## src/rtl/arbiter_pkg.sv

```systemverilog
// Shared definitions for the router's output-port allocators: requester
// ordering, flit-type bit positions and the allocator state encoding.
package arbiter_pkg;

   localparam int NREQ = 5;

   localparam int PORT_L = 0;
   localparam int PORT_N = 1;
   localparam int PORT_E = 2;
   localparam int PORT_W = 3;
   localparam int PORT_S = 4;

   localparam int FLIT_HEAD_BIT = 0;
   localparam int FLIT_BODY_BIT = 1;
   localparam int FLIT_TAIL_BIT = 2;

   typedef enum logic {
      IDLE   = 1'b0,
      LOCKED = 1'b1
   } alloc_state_t;

endpackage

```

## src/rtl/rr_pick.sv

```systemverilog
// Combinational round-robin picker. Searches upward from the slot after
// rr_ptr (wrapping) and returns the first eligible requester as a one-hot
// vector. Shared by every allocator in the router.
module rr_pick #(
   parameter int N  = arbiter_pkg::NREQ,
   parameter int PW = (N > 1) ? $clog2(N) : 1
) (
   input  logic [N-1:0]  eligible,
   input  logic [PW-1:0] rr_ptr,
   output logic [N-1:0]  winner,
   output logic          any_valid
);
   import arbiter_pkg::*;

   // first eligible requester in order rr_ptr+1, rr_ptr+2, ... modulo N
   always_comb begin
      int idx;
      winner    = '0;
      any_valid = 1'b0;
      idx       = 0;
      for (int k = 1; k <= N; k++) begin
         idx = (int'(rr_ptr) + k) % N;
         if (!any_valid && eligible[idx]) begin
            winner[idx] = 1'b1;
            any_valid   = 1'b1;
         end
      end
   end

endmodule

```

## src/rtl/output_port_allocator.sv

```systemverilog
// Per-output-port packet scheduler for the 5-port router. Grants the port
// to one input by round-robin, holds it until the tail flit leaves, and
// gates every transfer on the downstream credit count.
// Optional build macro WATCHDOG_EN: releases a lock whose owner has not
// forwarded for TIMEOUT cycles and pulses timeout_err.
//
// state  | meaning
// -------+-----------------------------------------------------------
// IDLE   | port free; arbitrate head flits, never forward
// LOCKED | port owned by grant; forward owner flits while credits last
module output_port_allocator #(
   parameter int NREQ    = arbiter_pkg::NREQ,
   parameter int CREDITS = 4,
   parameter int CW      = 3,
   parameter int TIMEOUT = 1024
) (
   input  logic              clk,
   input  logic              rst,
   input  logic [NREQ-1:0]   req,
   input  logic [3*NREQ-1:0] flit_id,
   input  logic              credit_in,
   output logic [NREQ-1:0]   grant,
   output logic              fwd,
   output logic [CW-1:0]     credits,
   output logic              timeout_err
);
   import arbiter_pkg::*;

   localparam int PW = (NREQ > 1) ? $clog2(NREQ) : 1;

`ifdef WATCHDOG_EN
   localparam int WD_RAW = $clog2(TIMEOUT + 1);
   localparam int WD_W   = (WD_RAW < 10) ? 10 : WD_RAW;

   // down-counter: reloaded with TIMEOUT, release when it reaches zero
   logic [WD_W-1:0] wd_cnt;
`endif

   alloc_state_t    state;
   logic [PW-1:0]   rr_ptr;
   logic [NREQ-1:0] eligible;
   logic [NREQ-1:0] winner;
   logic            any_valid;
   logic [PW-1:0]   owner_idx;
   logic            owner_req;
   logic            owner_tail;

   // only head flits compete for a free port
   always_comb begin
      eligible = '0;
      for (int i = 0; i < NREQ; i++) begin
         eligible[i] = req[i] & flit_id[3*i + FLIT_HEAD_BIT];
      end
   end

   rr_pick #(
      .N  (NREQ),
      .PW (PW)
   ) u_rr_pick (
      .eligible  (eligible),
      .rr_ptr    (rr_ptr),
      .winner    (winner),
      .any_valid (any_valid)
   );

   // decode the current owner from the one-hot grant
   always_comb begin
      owner_idx  = '0;
      owner_req  = 1'b0;
      owner_tail = 1'b0;
      for (int i = 0; i < NREQ; i++) begin
         if (grant[i]) begin
            owner_idx  = PW'(i);
            owner_req  = req[i];
            owner_tail = flit_id[3*i + FLIT_TAIL_BIT];
         end
      end
   end

   assign fwd = (state == LOCKED) && owner_req && (credits != '0);

   // credit counter: +1 per returned slot, -1 per forwarded flit, saturating at CREDITS
   always_ff @(posedge clk or negedge rst) begin
      if (!rst) begin
         credits <= CW'(CREDITS);
      end else begin
         case ({credit_in, fwd})
            2'b10: if (credits != CW'(CREDITS)) credits <= credits + 1'b1;
            2'b01: credits <= credits - 1'b1;
            default: credits <= credits;
         endcase
      end
   end

   // allocation FSM: arbitrate in IDLE, hold the lock until tail (or watchdog) in LOCKED
   always_ff @(posedge clk or negedge rst) begin
      if (!rst) begin
         state  <= IDLE;
         grant  <= '0;
         rr_ptr <= PW'(NREQ - 1);
`ifdef WATCHDOG_EN
         wd_cnt      <= WD_W'(TIMEOUT);
         timeout_err <= 1'b0;
`endif
      end else begin
`ifdef WATCHDOG_EN
         timeout_err <= 1'b0;
`endif
         case (state)
            IDLE: begin
`ifdef WATCHDOG_EN
               wd_cnt <= WD_W'(TIMEOUT);
`endif
               if (any_valid) begin
                  grant <= winner;
                  state <= LOCKED;
               end
            end
            LOCKED: begin
               if (fwd && owner_tail) begin
                  state  <= IDLE;
                  grant  <= '0;
                  rr_ptr <= owner_idx;
               end
`ifdef WATCHDOG_EN
               // a transfer this cycle always wins over an expiring timer
               if (fwd) begin
                  wd_cnt <= WD_W'(TIMEOUT);
               end else if (wd_cnt == '0) begin
                  state       <= IDLE;
                  grant       <= '0;
                  rr_ptr      <= owner_idx;
                  timeout_err <= 1'b1;
                  wd_cnt      <= WD_W'(TIMEOUT);
               end else begin
                  wd_cnt <= wd_cnt - 1'b1;
               end
`endif
            end
            default: begin
               state <= IDLE;
               grant <= '0;
            end
         endcase
      end
   end

`ifndef WATCHDOG_EN
   assign timeout_err = 1'b0;
`endif

endmodule
```

## config.mk

```make
export PLATFORM = sky130hd
export DESIGN_NAME = output_port_allocator
export DESIGN_NICKNAME = d
export VERILOG_FILES = /design/src/rtl/arbiter_pkg.sv /design/src/rtl/rr_pick.sv /design/src/rtl/output_port_allocator.sv
export SDC_FILE = /design/constraint.sdc
export NUM_CORES = 1
export LEC_CHECK = 0
export BUFFER_PORTS_ARGS = -buffer_cell sky130_fd_sc_hd__buf_2
export CAP_MARGIN = 20
export CORE_MARGIN = 4
export CORE_UTILIZATION = 55
export CTS_BUF_LIST = sky130_fd_sc_hd__clkbuf_2
export DETAILED_ROUTE_END_ITERATION = 10
export GPL_TIMING_DRIVEN = 0
export PLACE_DENSITY = 0.8
export SETUP_SLACK_MARGIN = 0.15
export SKIP_LAST_GASP = 1
export SLEW_MARGIN = 15
export SYNTH_ARGS = -nofsm -noshare
export SYNTH_HDL_FRONTEND = slang
export SYNTH_SLANG_ARGS = --single-unit
```

## constraint.sdc

```tcl
create_clock -name clk -period 5.26 [get_ports clk]
set_clock_uncertainty 0.15 [all_clocks]
set_input_delay 0 -clock clk [delete_from_list [all_inputs] [get_ports clk]]
set_output_delay 0 -clock clk [all_outputs]
set_load 0.1 [all_outputs]
```

Word-level counts from Yosys, hierarchy flattened
Cells that the tools add are included.
{"block": "word_totals", "reg_bits": 12, "elab_cells": 120, "in_bits": 23}
{"block": "op_classes", "addsub": 7, "div": 5, "order_cmp": 10, "n_reduce_logical": 21, "n_eq_ne": 6, "n_mux": 57, "n_bitwise": 10}
{"cell": "greater-or-equal comparator 32 x 1 -> 1 bit, second input constant", "count": 5}
{"cell": "less-than comparator 32 x 5 -> 1 bit, second input constant", "count": 5}
{"cell": "modulo 32 x 4 -> 32 bit, second input constant", "count": 5}
{"cell": "2-to-1 mux 5 bit", "count": 7}
{"cell": "2-to-1 mux 1 bit", "count": 33}
{"cell": "bitwise OR 5 bit", "count": 4}
{"cell": "binary-select mux 1 bit (select 3 bit)", "count": 5}
{"cell": "demux 1 bit (select 3 bit)", "count": 5}
{"cell": "logical AND 1 bit", "count": 12}
{"cell": "2-to-1 mux 3 bit", "count": 4}
{"cell": "one-hot mux 5 bit (2 select lines)", "count": 1}
{"cell": "adder 3 x 2 -> 4 bit, second input constant", "count": 2}
{"cell": "adder 3 x 3 -> 4 bit, second input constant", "count": 2}
{"cell": "one-hot mux 3 bit (2 select lines)", "count": 1}
{"cell": "AND reduction 2 bit", "count": 3}
{"cell": "bitwise AND 1 bit", "count": 5}
{"cell": "adder 3 x 1 -> 4 bit, second input constant", "count": 1}
{"cell": "zero test 1 bit", "count": 4}
{"cell": "inequality test 2 bit, second input constant", "count": 2}
{"cell": "adder 3 x 1 -> 3 bit, second input constant", "count": 1}
{"cell": "inequality test 3 bit, second input constant", "count": 1}
{"cell": "nonzero test 3 bit", "count": 1}
{"cell": "subtractor 3 x 1 -> 3 bit, second input constant", "count": 1}
{"cell": "equality test 2 x 1 -> 1 bit, second input constant", "count": 1}
{"cell": "5 further kinds", "count": 5}

Logic depth before layout (Yosys ltp)
Gate-level depths: netlist of the first run.
{"block": "depth", "word_depth": 20, "mapped_depth": 20, "ltp_nobuf": 18}

Cells and area by module
Synthesis of the first run repeated with hierarchy kept, for this count alone.
{"block": "hier_totals", "cells_unflattened": 502, "hier_area_um2": 3721.1}
{"mod": "rr_pick", "cells_per_inst": 412, "area_each_um2": 2866.5, "instances": 1}
{"mod": "output_port_allocator", "cells_per_inst": 90, "area_each_um2": 854.6, "instances": 1}

Least setup slack after synthesis of the first run
OpenSTA, ideal clock, no wires.
{"block": "synth_timing", "path_kind": "register to register", "start": "register rr_ptr[0]", "end": "register grant[4]", "arrival_time_ns": 4.773, "path_stages_with_launch": 21, "period_less_slack_ns": 5.042, "n_path_buf": 3, "slack_ns": 0.218, "cell_sequence": "dfrtp_1 -> buf_2 -> inv_1 -> clkbuf_1 -> ha_1 -> clkbuf_1 -> inv_1 -> ha_1 -> or3b_2 -> o22ai_1 -> or2_2 -> ha_1 -> inv_1 -> nor2_1 -> o31ai_4 -> xnor2_1 -> mux2_2 -> a221o_1 -> a41o_1 -> and3_1 -> a21o_1"}
{"block": "synth_between", "elab_chain_cells": 20, "word_cells_on_any_way": 76, "classes_between": "add/sub (5); div (5); order compare (10); eq/ne (1); mux (37); bitwise (4); reduce/logical (14)"}
{"item": "from (decl)", "line_no": "output_port_allocator.sv:40", "text": "logic [PW-1:0] rr_ptr;"}
{"item": "from (signal assigned)", "line_no": "output_port_allocator.sv:100", "text": "rr_ptr <= PW'(NREQ - 1);"}
{"item": "from (signal assigned)", "line_no": "output_port_allocator.sv:123", "text": "rr_ptr <= owner_idx;"}
{"item": "branches (longest 20 deep; another with modulo 32 x 4 -> 32 bit)"}
{"item": "to (signal assigned)", "line_no": "output_port_allocator.sv:115", "text": "grant <= winner;"}
{"item": "to (decl)", "line_no": "output_port_allocator.sv:22", "text": "output logic [NREQ-1:0] grant,"}
Parallel ways; which one is timed is not known. The select of a mux whose other input is x is not followed.
A chain may end at the register's enable or synchronous reset.

Final worst setup path of the first run
{"block": "layout_timing", "start": "register rr_ptr[2]", "end": "register grant[0]"}
Same word-level chain as after synthesis.

==> run summary, run 1 <==
die height -> 83.5 µm
synth-to-layout area growth -> 20.2%
H-Tree Depth -> 1
# diodes -> 0
die area -> 6970 µm²
synthesized area per cell -> 7.17 µm²
Clock Latency Late Sink -> 0.27 ns
Final Cycle Share -> 96.5%
Yosys warning count -> 0
pin count of the biggest net entering global routing -> 14
r2r setup slk -> 0.19 ns
final wirelength -> 10200 µm
GR peak layer -> met2
syn_nets -> 497
ys async rst share -> 100%
Max-Cap Viols -> 0
Core Rows -> 27
DP Wirelength -> 7300 µm
Peak Freq -> 197 MHz
RSZ-0062 raised after global routing -> true
Layout Nets -> 549
Min Hold Slack -> 0.0414 ns
Core Area -> 5510 µm²
final RePlAce weighted congestion -> 0.986
final max-slew violation count -> 0
vias in the first global route -> 3406
Post-synth EDFFs -> 0
sequential cell area -> 305 µm²
First DRT Iteration DRCs -> 401
Synth cell types -> 72
Clock Pin Slew Worst Setup and Hold Paths -> 0.12 ns
Tot GR Track Use -> 26.8%
worst-path fanout max -> 10
Final Hold Vio Count -> 0
area of the mapped netlist -> 3130 µm²
Syn Inst Count -> 437
ANT nets after route -> 0
Main synth FF type -> dfrtp_1
Port-buffer cells -> 25
Crit. End Element -> register
slew margin rel. -> 50.6%
via density per instance -> 6.69
# DRC -> 0
status -> complete, no violations
fillers -> 462
global routing met1 resource utilization -> 34.3%
share of cells above drive strength 1 -> 22.5%
initial antenna violation count -> 0
clock buffer count from CTS -> 3
met2 GRT Util -> 44.1%
synthesis-stage register bit count -> 12
Die X -> 83.5 µm
Root Buffer -> clkbuf_2
grt total ovfl -> 0
commonest non-fill, non-tap cells in the layout -> 42 x nand2_1, 34 x a21oi_1, 33 x o21ai_0, 31 x ha_1, 29 x buf_2
io pins -> 33
drt wl/cell -> 18.3 µm
critical path class -> register to register
Tmin final -> 5.07 ns
most common cell after layout, fill and taps aside -> nand2_1
Seq/Total Area, Yosys -> 9.66%
worst slew pin tran -> 0.741 ns
met3 usage -> 3.85%
hold crit path type -> input pin to register
Multi-input gate area -> 2810 µm²
# clock sinks -> 12
CP startpoint kind -> register
vias -> 3745
maximum clock path buffer count -> 2
Detailed Routing Iterations Pass 1 -> 5
CTS tree -> done
Worst Path Arrival -> 5.09 ns
setup violators final -> 0
Critical Path RT -> 5.27 ns
Initial Util -> 56.9%
global-route wire length before repair -> 15800 µm
==> Yosys cell counts, drive strengths merged (9+ instances only) <==
cell,number,share of area [%]
ha,35,14
nand3,14,2.2
a21oi,35,5.6
nor2,24,2.9
o21ai,35,5.6
inv,31,3.7
dfrtp,10,8.0
nand2,42,5.0
clkbuf,14,1.7
nand2b,9,1.8
nor3,17,2.7
==> per-stage QoR <==
stage / cell area (µm²) / cells / setup WS (ns) / util (%) / setup TNS [ns]
floorplan: 3130 / 437 / 0.218 / - / 0
global placement: 3350 / 534 / -0.879 / 60.8 / -4.41
detailed placement: 3350 / 534 / -0.898 / 60.8 / -4.71
CTS: 3530 / 543 / 0.0992 / 64.1 / 0
global route: 3770 / 560 / 0.0820 / 68.4 / 0
finish: 3770 / 560 / 0.185 / 68.4 / 0
==> registers in the layout, summed over array words and instances (netlist names) <==
register	cells
rr_ptr	3
grant	5
credits	3
state	1
==> routing by layer <==
layer | wire [µm] | vias to the layer above
met1 | 4210 | 1779
met2 | 4810 | 189
li1 | - | 1737
met4 | 412 | 0
met5 | 0 | -
met3 | 797 | 40
==> cells by family after synthesis <==
logic type      share of synthesized area (%)
simple gates                             25.0
xor+xnor                                 2.48
buf+inv                                  6.75
flops                                    9.66
other cells                             0.120
fa+ha+maj                                15.2
compound gates                           35.8
mux                                      4.95
==> final timing paths <==
| kind | start | endpoint | cells past startpoint |
|---|---|---|---|
| setup / recovery | rr_ptr[2] | grant[0] | 19 |
| hold reg to reg | credits[0] | credits[0] | 1 |
| hold / removal | flit_id[14] | grant[2] | 4 |
| setup reg to reg | rr_ptr[2] | grant[0] | 19 |
| max in group asynchronous | rst | rr_ptr[1] | 3 |
| min in group asynchronous | rst | credits[2] | 2 |
==> layout make-up <==
type | count | area share, %
Buffer | 22 | 3.29
Multi-Input combinational cell | 372 | 74.5
Clock inverter | 1 | 0.0996
Sequential cell | 12 | 8.10
Inverter | 31 | 3.29
Clock buffer | 3 | 0.399
Tap cell | 72 | 2.39
Timing Repair Buffer | 47 | 7.90
==> worst max-delay path: stages, from the launching register on <==
cell	delay [ns]
dfstp_2	0.57
buf_4	0.20
clkinvlp_4	0.15
ha_1	0.35
buf_2	0.21
or3_1	0.38
nand2_1	0.12
xnor2_1	0.10
ha_2	0.21
fa_2	0.41
buf_4	0.16
nor2b_1	0.15
and3_1	0.22
a31oi_2	0.25
o32ai_2	0.16
o21ai_0	0.41
nor2_1	0.10
a311o_1	0.33
a22oi_1	0.23
a21oi_1	0.10
==> repair_timing <==
action                                  CTS  global route
pin swaps                                 0             5
endpoints found under the setup margin    6             5
buffers inserted                          2            17
gates resized for setup                  27            29
endpoints found under the hold margin    14             0
hold buffers                              3             0
Power of run 1 is left out: the tool's default activity adds up to more than one toggle a clock period on the data nets, which glitch-free logic cannot reach.
==> run 2, diff against run 1 <==
--- a/config.mk
+++ b/config.mk
@@ -7,12 +7,14 @@
 export LEC_CHECK = 0
 export BUFFER_PORTS_ARGS = -buffer_cell sky130_fd_sc_hd__buf_2
 export CAP_MARGIN = 20
+export CELL_PAD_IN_SITES_DETAIL_PLACEMENT = 1
+export CELL_PAD_IN_SITES_GLOBAL_PLACEMENT = 1
 export CORE_MARGIN = 4
-export CORE_UTILIZATION = 55
+export CORE_UTILIZATION = 41
 export CTS_BUF_LIST = sky130_fd_sc_hd__clkbuf_2
 export DETAILED_ROUTE_END_ITERATION = 10
 export GPL_TIMING_DRIVEN = 0
-export PLACE_DENSITY = 0.8
+export PLACE_DENSITY = 0.82
 export SETUP_SLACK_MARGIN = 0.15
 export SKIP_LAST_GASP = 1
 export SLEW_MARGIN = 15
==> run summary, run 2 (synthesis results as in run 1) <==
post-placement cell count -> 561
Peak Freq -> 201 MHz
io pins -> 33
# diodes -> 0
Most Frequent Cell on Critical Path -> buf_4
Port-buffer cells -> 25
Buf/Inv on CP -> 7
Setup Slack @ Placement -> -1.25 ns
H-Tree Depth -> 1
Reg with most FFs -> grant
initial antenna violation count -> 0
ANT nets after route -> 0
Worst path slowest cell -> or4_1
Core Rows -> 31
setup violators final -> 0
most common cell after layout, fill and taps aside -> nand2_1
WL met3 -> 693 µm
Final Hold Vio Count -> 0
worst slew pin tran -> 0.874 ns
Crit. End Element -> register
Detailed Routing Iterations Pass 1 -> 7
final max-slew violation count -> 0
Initial Util -> 42.8%
Multi-input gate area -> 2850 µm²
synth-to-layout area growth -> 24.4%
M1 WL -> 5250 µm
worst-path fanout max -> 13
hold crit path type -> input pin to register
Clock Pin Slew Worst Setup and Hold Paths -> 0.12 ns
Max-Cap Viols -> 0
wire length on met2 -> 6420 µm
Core Area -> 7330 µm²
maximum clock path buffer count -> 2
pin count of the biggest net entering global routing -> 14
# DRC -> 0
final wirelength -> 12700 µm
via density per instance -> 6.54
final RePlAce weighted congestion -> 0.937
max reg flops -> 5
Post-Route Setup TNS -> 0 ns
First DRT Iteration DRCs -> 281
Critical Path RT -> 5.35 ns
# clock sinks -> 12
top flop regs -> grant: 5 flops, credits: 3 flops, rr_ptr: 3 flops
vias in the first global route -> 3780
global-route wire length before repair -> 19100 µm
slew margin rel. -> 41.8%
fillers -> 926
PnR worst setup slack -> 0.275 ns
share of cells above drive strength 1 -> 24.8%
Slowest Stage Delay on Critical Path -> 0.54 ns
vias -> 3882
die area -> 9110 µm²
Worst Path Arrival -> 5.07 ns
r2r setup slk -> 0.27 ns
die height -> 95.4 µm
Finished Layout Cells -> 594
Final Cycle Share -> 94.8%
DR top layer -> met4
drt wl/cell -> 21.5 µm
grt total ovfl -> 0
Layout Nets -> 556
Cell Chain, Critical Path -> buf_4 -> inv_1 -> buf_6 -> ha_4 -> buf_4 -> clkinvlp_4 -> buf_4 -> ha_1 -> inv_1 -> ha_1 -> nand2b_1 -> a21oi_1 -> o211ai_1 -> mux2_4 -> mux2_4 -> a221o_1 -> or4_1 -> o221ai_1 -> a21o_1
sequential cell area -> 308 µm²
critical path class -> register to register
Tmin final -> 4.99 ns
DP Wirelength -> 8890 µm
clock buffer count from CTS -> 3
Die X -> 95.4 µm
Root Buffer -> clkbuf_2
Tot GR Track Use -> 26.3%
CTS tree -> done
Clock Latency Late Sink -> 0.28 ns
status -> complete, no violations
CP top delay family -> compound AO/OA/AOI/OAI gates
commonest non-fill, non-tap cells in the layout -> 41 x nand2_1, 34 x a21oi_1, 33 x o21ai_0, 30 x ha_1
RSZ-0062 raised after global routing -> true
CP startpoint kind -> register
==> run 2: timing repair <==
item	CTS	global route
setup endpoints to repair	6	6
hold endpoints to repair	14	0
hold buffers	3	0
buffers inserted	9	17
pin swaps	1	9
resized for setup	35	26
==> run 2: path summary, 6_finish.rpt <==
| kind | cells past startpoint | to | start |
|---|---|---|---|
| min in group asynchronous | 2 | rr_ptr[2] | rst |
| max in group asynchronous | 3 | rr_ptr[1] | rst |
| worst max-delay path | 19 | grant[4] | rr_ptr[0] |
| worst min-delay path | 4 | grant[2] | flit_id[14] |
| worst min register to register | 1 | credits[0] | credits[0] |
| worst max register to register | 19 | grant[4] | rr_ptr[0] |
==> run 2: worst reg2reg max path, delay by kind of cell, from the launching register on <==
kind	cells	cell delay (ns)
AOI/OAI and AO/OA	5	1.31
buffers and inverters	7	1.02
adders and majority gates	3	0.72
and+or+nand+nor	2	0.69
muxes	2	0.67
DFF	1	0.39
==> run 2: per-stage QoR <==
step / hold WS (ns) / cell area (µm²) / util [%]
4_1_cts: 0.0354 / 3650 / 49.9
3_5_place_dp: -0.258 / 3380 / 46.2
5_1_grt: 0.0882 / 3900 / 53.2
2_1_floorplan: -0.446 / 3130 / -
6_report: 0.0492 / 3900 / 53.2
3_3_place_gp: -0.258 / 3380 / 46.2
==> run 2: layer usage <==
layer  track usage (%)  vias to the layer above
met5                 0                        -
met3              2.68                       40
met1              34.1                     1955
li1                  -                     1750
met2              46.4                      137
met4              7.11                        0
==> run 2: final cells by class <==
| cell class | instances | share of cell area (%) |
|---|---|---|
| plain buffers | 22 | 3.11 |
| clock buffers | 4 | 0.513 |
| inverters | 31 | 3.27 |
| multi-input cells | 372 | 73.1 |
| flip-flops and latches | 12 | 7.89 |
| well taps | 99 | 3.18 |
| repair buffers | 54 | 8.92 |
Power of run 2 is left out for the same reason.
